==> src/rtl/pipe_stage_reg_if.sv <==
// Bus between the hazard unit / upstream stage and a pipe_stage_reg instance.
// The master side drives control and the input slot. The slave side (the
// register chain) returns the last-stage payload and the stall counter.
interface pipe_stage_reg_if #(
  parameter int DATA_W = 64,
  parameter int CTRL_W = 8,
  parameter int SCNT_W = 16
) ();
  logic              Stall;
  logic              Flush;
  logic              in_Valid;
  logic [DATA_W-1:0] in_Data;
  logic [CTRL_W-1:0] in_Ctrl;
  logic              out_Valid;
  logic [DATA_W-1:0] out_Data;
  logic [CTRL_W-1:0] out_Ctrl;
  logic [SCNT_W-1:0] StallCount;

  modport master (
    output Stall, Flush, in_Valid, in_Data, in_Ctrl,
    input  out_Valid, out_Data, out_Ctrl, StallCount
  );

  modport slave (
    input  Stall, Flush, in_Valid, in_Data, in_Ctrl,
    output out_Valid, out_Data, out_Ctrl, StallCount
  );
endinterface

==> src/rtl/pipe_stage_reg.sv <==
// Parametrised pipeline stage register: DEPTH back-to-back stages carrying
// valid, data and control payloads. The chain supports stall (hold), flush
// (bubble insertion) and a saturating count of stall cycles that hold real work.
// Every bubble carries data=0 and ctrl=NOP_CTRL. This makes out_Ctrl equal
// NOP_CTRL whenever out_Valid is low.
module pipe_stage_reg #(
  parameter int                 DATA_W   = 64,
  parameter int                 CTRL_W   = 8,
  parameter logic [CTRL_W-1:0]  NOP_CTRL = '0,
  parameter int                 DEPTH    = 1,
  parameter int                 SCNT_W   = 16
) (
  input  logic            Clk,
  input  logic            Reset,
  pipe_stage_reg_if.slave bus
);

  if (DEPTH < 1 || DEPTH > 4) begin : g_depth_chk
    $error("pipe_stage_reg: DEPTH must be in 1..4");
  end

  // Increment that sticks at all-ones instead of wrapping.
  function automatic logic [SCNT_W-1:0] sat_inc(input logic [SCNT_W-1:0] v);
    return (&v) ? v : v + 1'b1;
  endfunction

  logic              vld_q  [DEPTH];
  logic              vld_d  [DEPTH];
  logic [DATA_W-1:0] data_q [DEPTH];
  logic [DATA_W-1:0] data_d [DEPTH];
  logic [CTRL_W-1:0] ctrl_q [DEPTH];
  logic [CTRL_W-1:0] ctrl_d [DEPTH];
  logic [SCNT_W-1:0] cnt_q;
  logic [SCNT_W-1:0] cnt_d;
  logic              any_vld;

  // Next-state for the chain: flush beats stall, stall beats advance.
  always_comb begin
    any_vld = 1'b0;
    for (int i = 0; i < DEPTH; i++) begin
      any_vld   = any_vld | vld_q[i];
      vld_d[i]  = vld_q[i];
      data_d[i] = data_q[i];
      ctrl_d[i] = ctrl_q[i];
    end
    cnt_d = cnt_q;

    if (bus.Flush) begin
      for (int i = 0; i < DEPTH; i++) begin
        vld_d[i]  = 1'b0;
        data_d[i] = '0;
        ctrl_d[i] = NOP_CTRL;
      end
    end else if (bus.Stall) begin
      if (any_vld) begin
        cnt_d = sat_inc(cnt_q);
      end
    end else begin
      for (int i = DEPTH - 1; i > 0; i--) begin
        vld_d[i]  = vld_q[i-1];
        data_d[i] = data_q[i-1];
        ctrl_d[i] = ctrl_q[i-1];
      end
      vld_d[0]  = bus.in_Valid;
      data_d[0] = bus.in_Valid ? bus.in_Data : '0;
      ctrl_d[0] = bus.in_Valid ? bus.in_Ctrl : NOP_CTRL;
    end
  end

  // Stage registers and counter; reset overrides whatever flush/stall asked for.
  always_ff @(posedge Clk) begin
    if (Reset) begin
      for (int i = 0; i < DEPTH; i++) begin
        vld_q[i]  <= 1'b0;
        data_q[i] <= '0;
        ctrl_q[i] <= NOP_CTRL;
      end
      cnt_q <= '0;
    end else begin
      for (int i = 0; i < DEPTH; i++) begin
        vld_q[i]  <= vld_d[i];
        data_q[i] <= data_d[i];
        ctrl_q[i] <= ctrl_d[i];
      end
      cnt_q <= cnt_d;
    end
  end

  // ---- output boundary: last stage drives the bus directly (registered) ----
  assign bus.out_Valid  = vld_q[DEPTH-1];
  assign bus.out_Data   = data_q[DEPTH-1];
  assign bus.out_Ctrl   = ctrl_q[DEPTH-1];
  assign bus.StallCount = cnt_q;

endmodule

==> src/flat_wrapper.sv <==
// flat-port wrapper written by rule: the top's interface ports become plain ports
module pipe_stage_reg_flat 
#(
  parameter int                 DATA_W   = 64,
  parameter int                 CTRL_W   = 8,
  parameter logic [CTRL_W-1:0]  NOP_CTRL = '0,
  parameter int                 DEPTH    = 1,
  parameter int                 SCNT_W   = 16
)
  (Clk, Reset, bus_Stall, bus_Flush, bus_in_Valid, bus_in_Data, bus_in_Ctrl, bus_out_Valid, bus_out_Data, bus_out_Ctrl, bus_StallCount);
  pipe_stage_reg_if #(.DATA_W(DATA_W), .CTRL_W(CTRL_W), .SCNT_W(SCNT_W)) bus_i ();
  input  logic Clk;
  input  logic Reset;
  input wire logic [$bits(bus_i.Stall)-1:0] bus_Stall;
  input wire logic [$bits(bus_i.Flush)-1:0] bus_Flush;
  input wire logic [$bits(bus_i.in_Valid)-1:0] bus_in_Valid;
  input wire logic [$bits(bus_i.in_Data)-1:0] bus_in_Data;
  input wire logic [$bits(bus_i.in_Ctrl)-1:0] bus_in_Ctrl;
  output wire logic [$bits(bus_i.out_Valid)-1:0] bus_out_Valid;
  output wire logic [$bits(bus_i.out_Data)-1:0] bus_out_Data;
  output wire logic [$bits(bus_i.out_Ctrl)-1:0] bus_out_Ctrl;
  output wire logic [$bits(bus_i.StallCount)-1:0] bus_StallCount;
  assign bus_i.Stall = bus_Stall;
  assign bus_i.Flush = bus_Flush;
  assign bus_i.in_Valid = bus_in_Valid;
  assign bus_i.in_Data = bus_in_Data;
  assign bus_i.in_Ctrl = bus_in_Ctrl;
  assign bus_out_Valid = bus_i.out_Valid;
  assign bus_out_Data = bus_i.out_Data;
  assign bus_out_Ctrl = bus_i.out_Ctrl;
  assign bus_StallCount = bus_i.StallCount;
  pipe_stage_reg #(.DATA_W(DATA_W), .CTRL_W(CTRL_W), .NOP_CTRL(NOP_CTRL), .DEPTH(DEPTH), .SCNT_W(SCNT_W)) u_core (.Clk(Clk), .Reset(Reset), .bus(bus_i));
endmodule
==> config.mk <==
export PLATFORM = sky130hd
export DESIGN_NAME = pipe_stage_reg_flat
export DESIGN_NICKNAME = d
export VERILOG_FILES = /design/src/rtl/pipe_stage_reg_if.sv /design/src/rtl/pipe_stage_reg.sv /design/src/flat_wrapper.sv
export SDC_FILE = /design/constraint.sdc
export NUM_CORES = 1
export LEC_CHECK = 0
export BUFFER_PORTS_ARGS = -buffer_cell sky130_fd_sc_hd__buf_4
export CAP_MARGIN = 20
export CELL_PAD_IN_SITES_DETAIL_PLACEMENT = 1
export CELL_PAD_IN_SITES_GLOBAL_PLACEMENT = 1
export CORE_ASPECT_RATIO = 1.75
export CORE_MARGIN = 5
export CORE_UTILIZATION = 35
export DETAILED_ROUTE_END_ITERATION = 10
export GPL_TIMING_DRIVEN = 0
export PLACE_DENSITY_LB_ADDON = 0.1
export SYNTH_ARGS = -nofsm -noshare
export SYNTH_HDL_FRONTEND = slang
export SYNTH_SLANG_ARGS = --single-unit
==> constraint.sdc <==
create_clock -name Clk -period 5.46 [get_ports Clk]
set_clock_uncertainty 0.15 [all_clocks]
set_input_delay 0.546 -clock Clk [delete_from_list [all_inputs] [get_ports Clk]]
set_output_delay 0.546 -clock Clk [all_outputs]
set_load 0.05 [all_outputs]
==> qor.csv <==
metric,value,unit
status,"complete, no violations",
power,1.38,mW
dieWidth,83.1,um
wl,11.9,mm
ant_nets,0,
reg2regPathDepth,5,
crit_arrival,2270,ps
place_hpwl,9.40,mm
place.gp.congestion,0.768,
crit_buf_inv,4,
critPathLaunchType,primary input,
drive_gt1_frac,0.340,
setup_violations,0,
cp_top_family,buffers and inverters,
drt-vias-per-instance,5.30,
first_iter_violations,101,
yosysWarnings,0,
grt_use_total,0.205,
final_net_count,611,
cts_made_buffers,9,
yosys_register_bits,89,
synth_top_area_share,0.544,
grt_pass1_vias,3828,
core-area,9090,um2
die_y,138,um
hold_buffers,0,
grt_pass1_wl,19.0,mm
netlist_area,3280,um2
grt_max_degree,14,
syn_to_final_growth,50.4,%
initial_core_util,0.360,
synth.top_cells.by_count,"89 x dfxtp_1, 78 x nor2_1, 72 x a22oi_1",
path_clk_slew,60,ps
synth_edf_count,0,
cts_max_level,3,
synth_nets,434,
fin_crit,2220,ps
avgSynthCellArea,9.20,um2
postCtsResizedCells,0,
overflow,0,
drcViolationCount,0,
min_period_over_period,0.406,
cp.depth,6,
reg2reg_from,u_core.bus.StallCount[1],
yosysTopAreaCell,dfxtp_1,
cts-root-buf,clkbuf_16,
endpoint,u_core.data_q[0][30],
ir_worst_vdd,0.179,mV
yosys_most_used_dff,dfxtp_1,
critPathMostFrequentCell,clkbuf_1,
max_stage_delay,480,ps
max_clock_freq,451,MHz
ys_types,34,
portBuffers,165,
clockBufferDepth,2,
slew_violations,0,
slew_headroom,0.532,
io_pins,166,
finalHoldViolations,0,
maxCapViolations,0,
finalSetupTns,0,ps
yosys-top-cells-area,"dfxtp_1 54%, a22oi_1 16%, nor2_1 8.9%, clkbuf_1 3.1%, or4_1 2.1%",
critPathRequiredTime,5510,ps
wl_per_cell,18.1,um
worst_slew_pin_slew,696,ps
crit_path_cell_trace,"buf_4, clkbuf_1, or2_2, clkbuf_1, clkbuf_1, nor2_1",
r2r-end,u_core.bus.StallCount[8],
worstSetupPathType,primary input to flip-flop,
antenna_found_initial,0,
diodes,0,
cts.sinks,89,
syn_inst,356,
rsz0062_at_grt,no,
powerDensity,279,nW/um2
cts_setup_buffers,0,
synth_async_sr_flop_share,0,
p_leak,2.07,nW
yosysMostFrequentCell,dfxtp_1,
rows,46,
endpoint_kind,flip-flop,
cp_max_fo,10,
clkLatencyLatePin,330,ps
r2r_slack,3430,ps
critPathSlowestCell,clkbuf_1,
hold_class,primary input to flip-flop,
cts_tree,done,
drtPass1Iterations,4,
dieArea,11500,um2
vias,3487,
startpoint,Reset,
ys_seq_area_frac,0.544,
cell type report:
cell class / instances / area (um2)
Timing Repair Buffer: 166 / 1240
Inverter: 3 / 11.3
Multi-Input combinational cell: 235 / 1370
Tap cell: 120 / 150
Buffer: 29 / 111
Clock buffer: 13 / 240
Fill cell: 1116 / 4170
Sequential cell: 89 / 1780
Clock inverter: 3 / 17.5
where the power goes:
part           total (mW)  switching (mW)  internal, mW
clock network       0.547           0.239         0.308
logic               0.161          0.0946        0.0666
registers           0.667         0.00633         0.660
total                1.37           0.340          1.03
per-stage QoR:
step	cells	instance area (um2)	hold WS, ps	setup WS [ps]	util
floorplan	356	3280	540	3260	-
global placement	641	4670	341	2930	0.513
detailed placement	641	4670	358	2900	0.513
CTS	657	4920	281	3070	0.541
global route	658	4930	293	3090	0.542
finish	658	4930	291	3240	0.542
metal layers:
layer  part of all wire  vias up  GRT usage  routed length, um
met3              0.072       24     0.0749                860
li1                   -     1659          -                  -
met2               0.57      110      0.398               6800
met1               0.32     1694      0.182               3850
met5                  0        -          0                  0
met4              0.033        0     0.0922                395
tightest hold or removal path, delay by kind of cell:
kind                   cells  cell delay [ps]
AOI/OAI and AO/OA          1               50
buffers and inverters      1               80
and+or+nand+nor            1               70
state kept, by name, summed over array words and instances, names as in the netlist:
register / count
u_core.data_q: 64
u_core.bus.StallCount: 16
u_core.ctrl_q: 8
u_core.vld_q: 1
worst min path at each step:
stage                     slack, ps              endpoint  cells after the start            startpoint
after floorplan                 540   u_core.ctrl_q[0][0]                      2        bus_in_Ctrl[0]
after global placement          340  u_core.data_q[0][63]                      2  u_core.data_q[0][63]
after detailed placement        360  u_core.data_q[0][59]                      2  u_core.data_q[0][59]
after CTS                       280  u_core.data_q[0][51]                      3       bus_in_Data[51]
after global routing            290  u_core.data_q[0][53]                      3       bus_in_Data[53]
final                           290  u_core.data_q[0][51]                      3       bus_in_Data[51]
cells by family (layout without fill, tap and decap cells):
kind of cell | count (synthesis) | in the layout | share of synthesized area
buffers and inverters | 32 | 214 | 0.0374
adders and majority gates | 1 | 1 | 0.00382
DFF | 89 | 89 | 0.544
and+or+nand+nor | 132 | 132 | 0.187
muxes | 2 | 2 | 0.00687
AOI/OAI and AO/OA | 100 | 100 | 0.221
cells in the final DEF, fill, tap and decap left out, types with 2 or more instances in the layout:
master     count
nor4_1         4
and2_1         3
inv_1          3
o211ai_1       2
o31ai_1        6
dfxtp_1       89
o31a_1         2
nor2_1        78
nor2b_1        4
buf_4        165
nand3_1        6
clkbuf_16      9
clkinv_2       2
a22oi_1       72
or3_1          2
nand4_1        4
nor3_1         3
nand2_1       11
and4_1         2
buf_2          3
clkbuf_1      31
mux2_2         2
or4_1          9
a21oi_1       12
No activity file was read; power rests on OpenSTA's default activity.
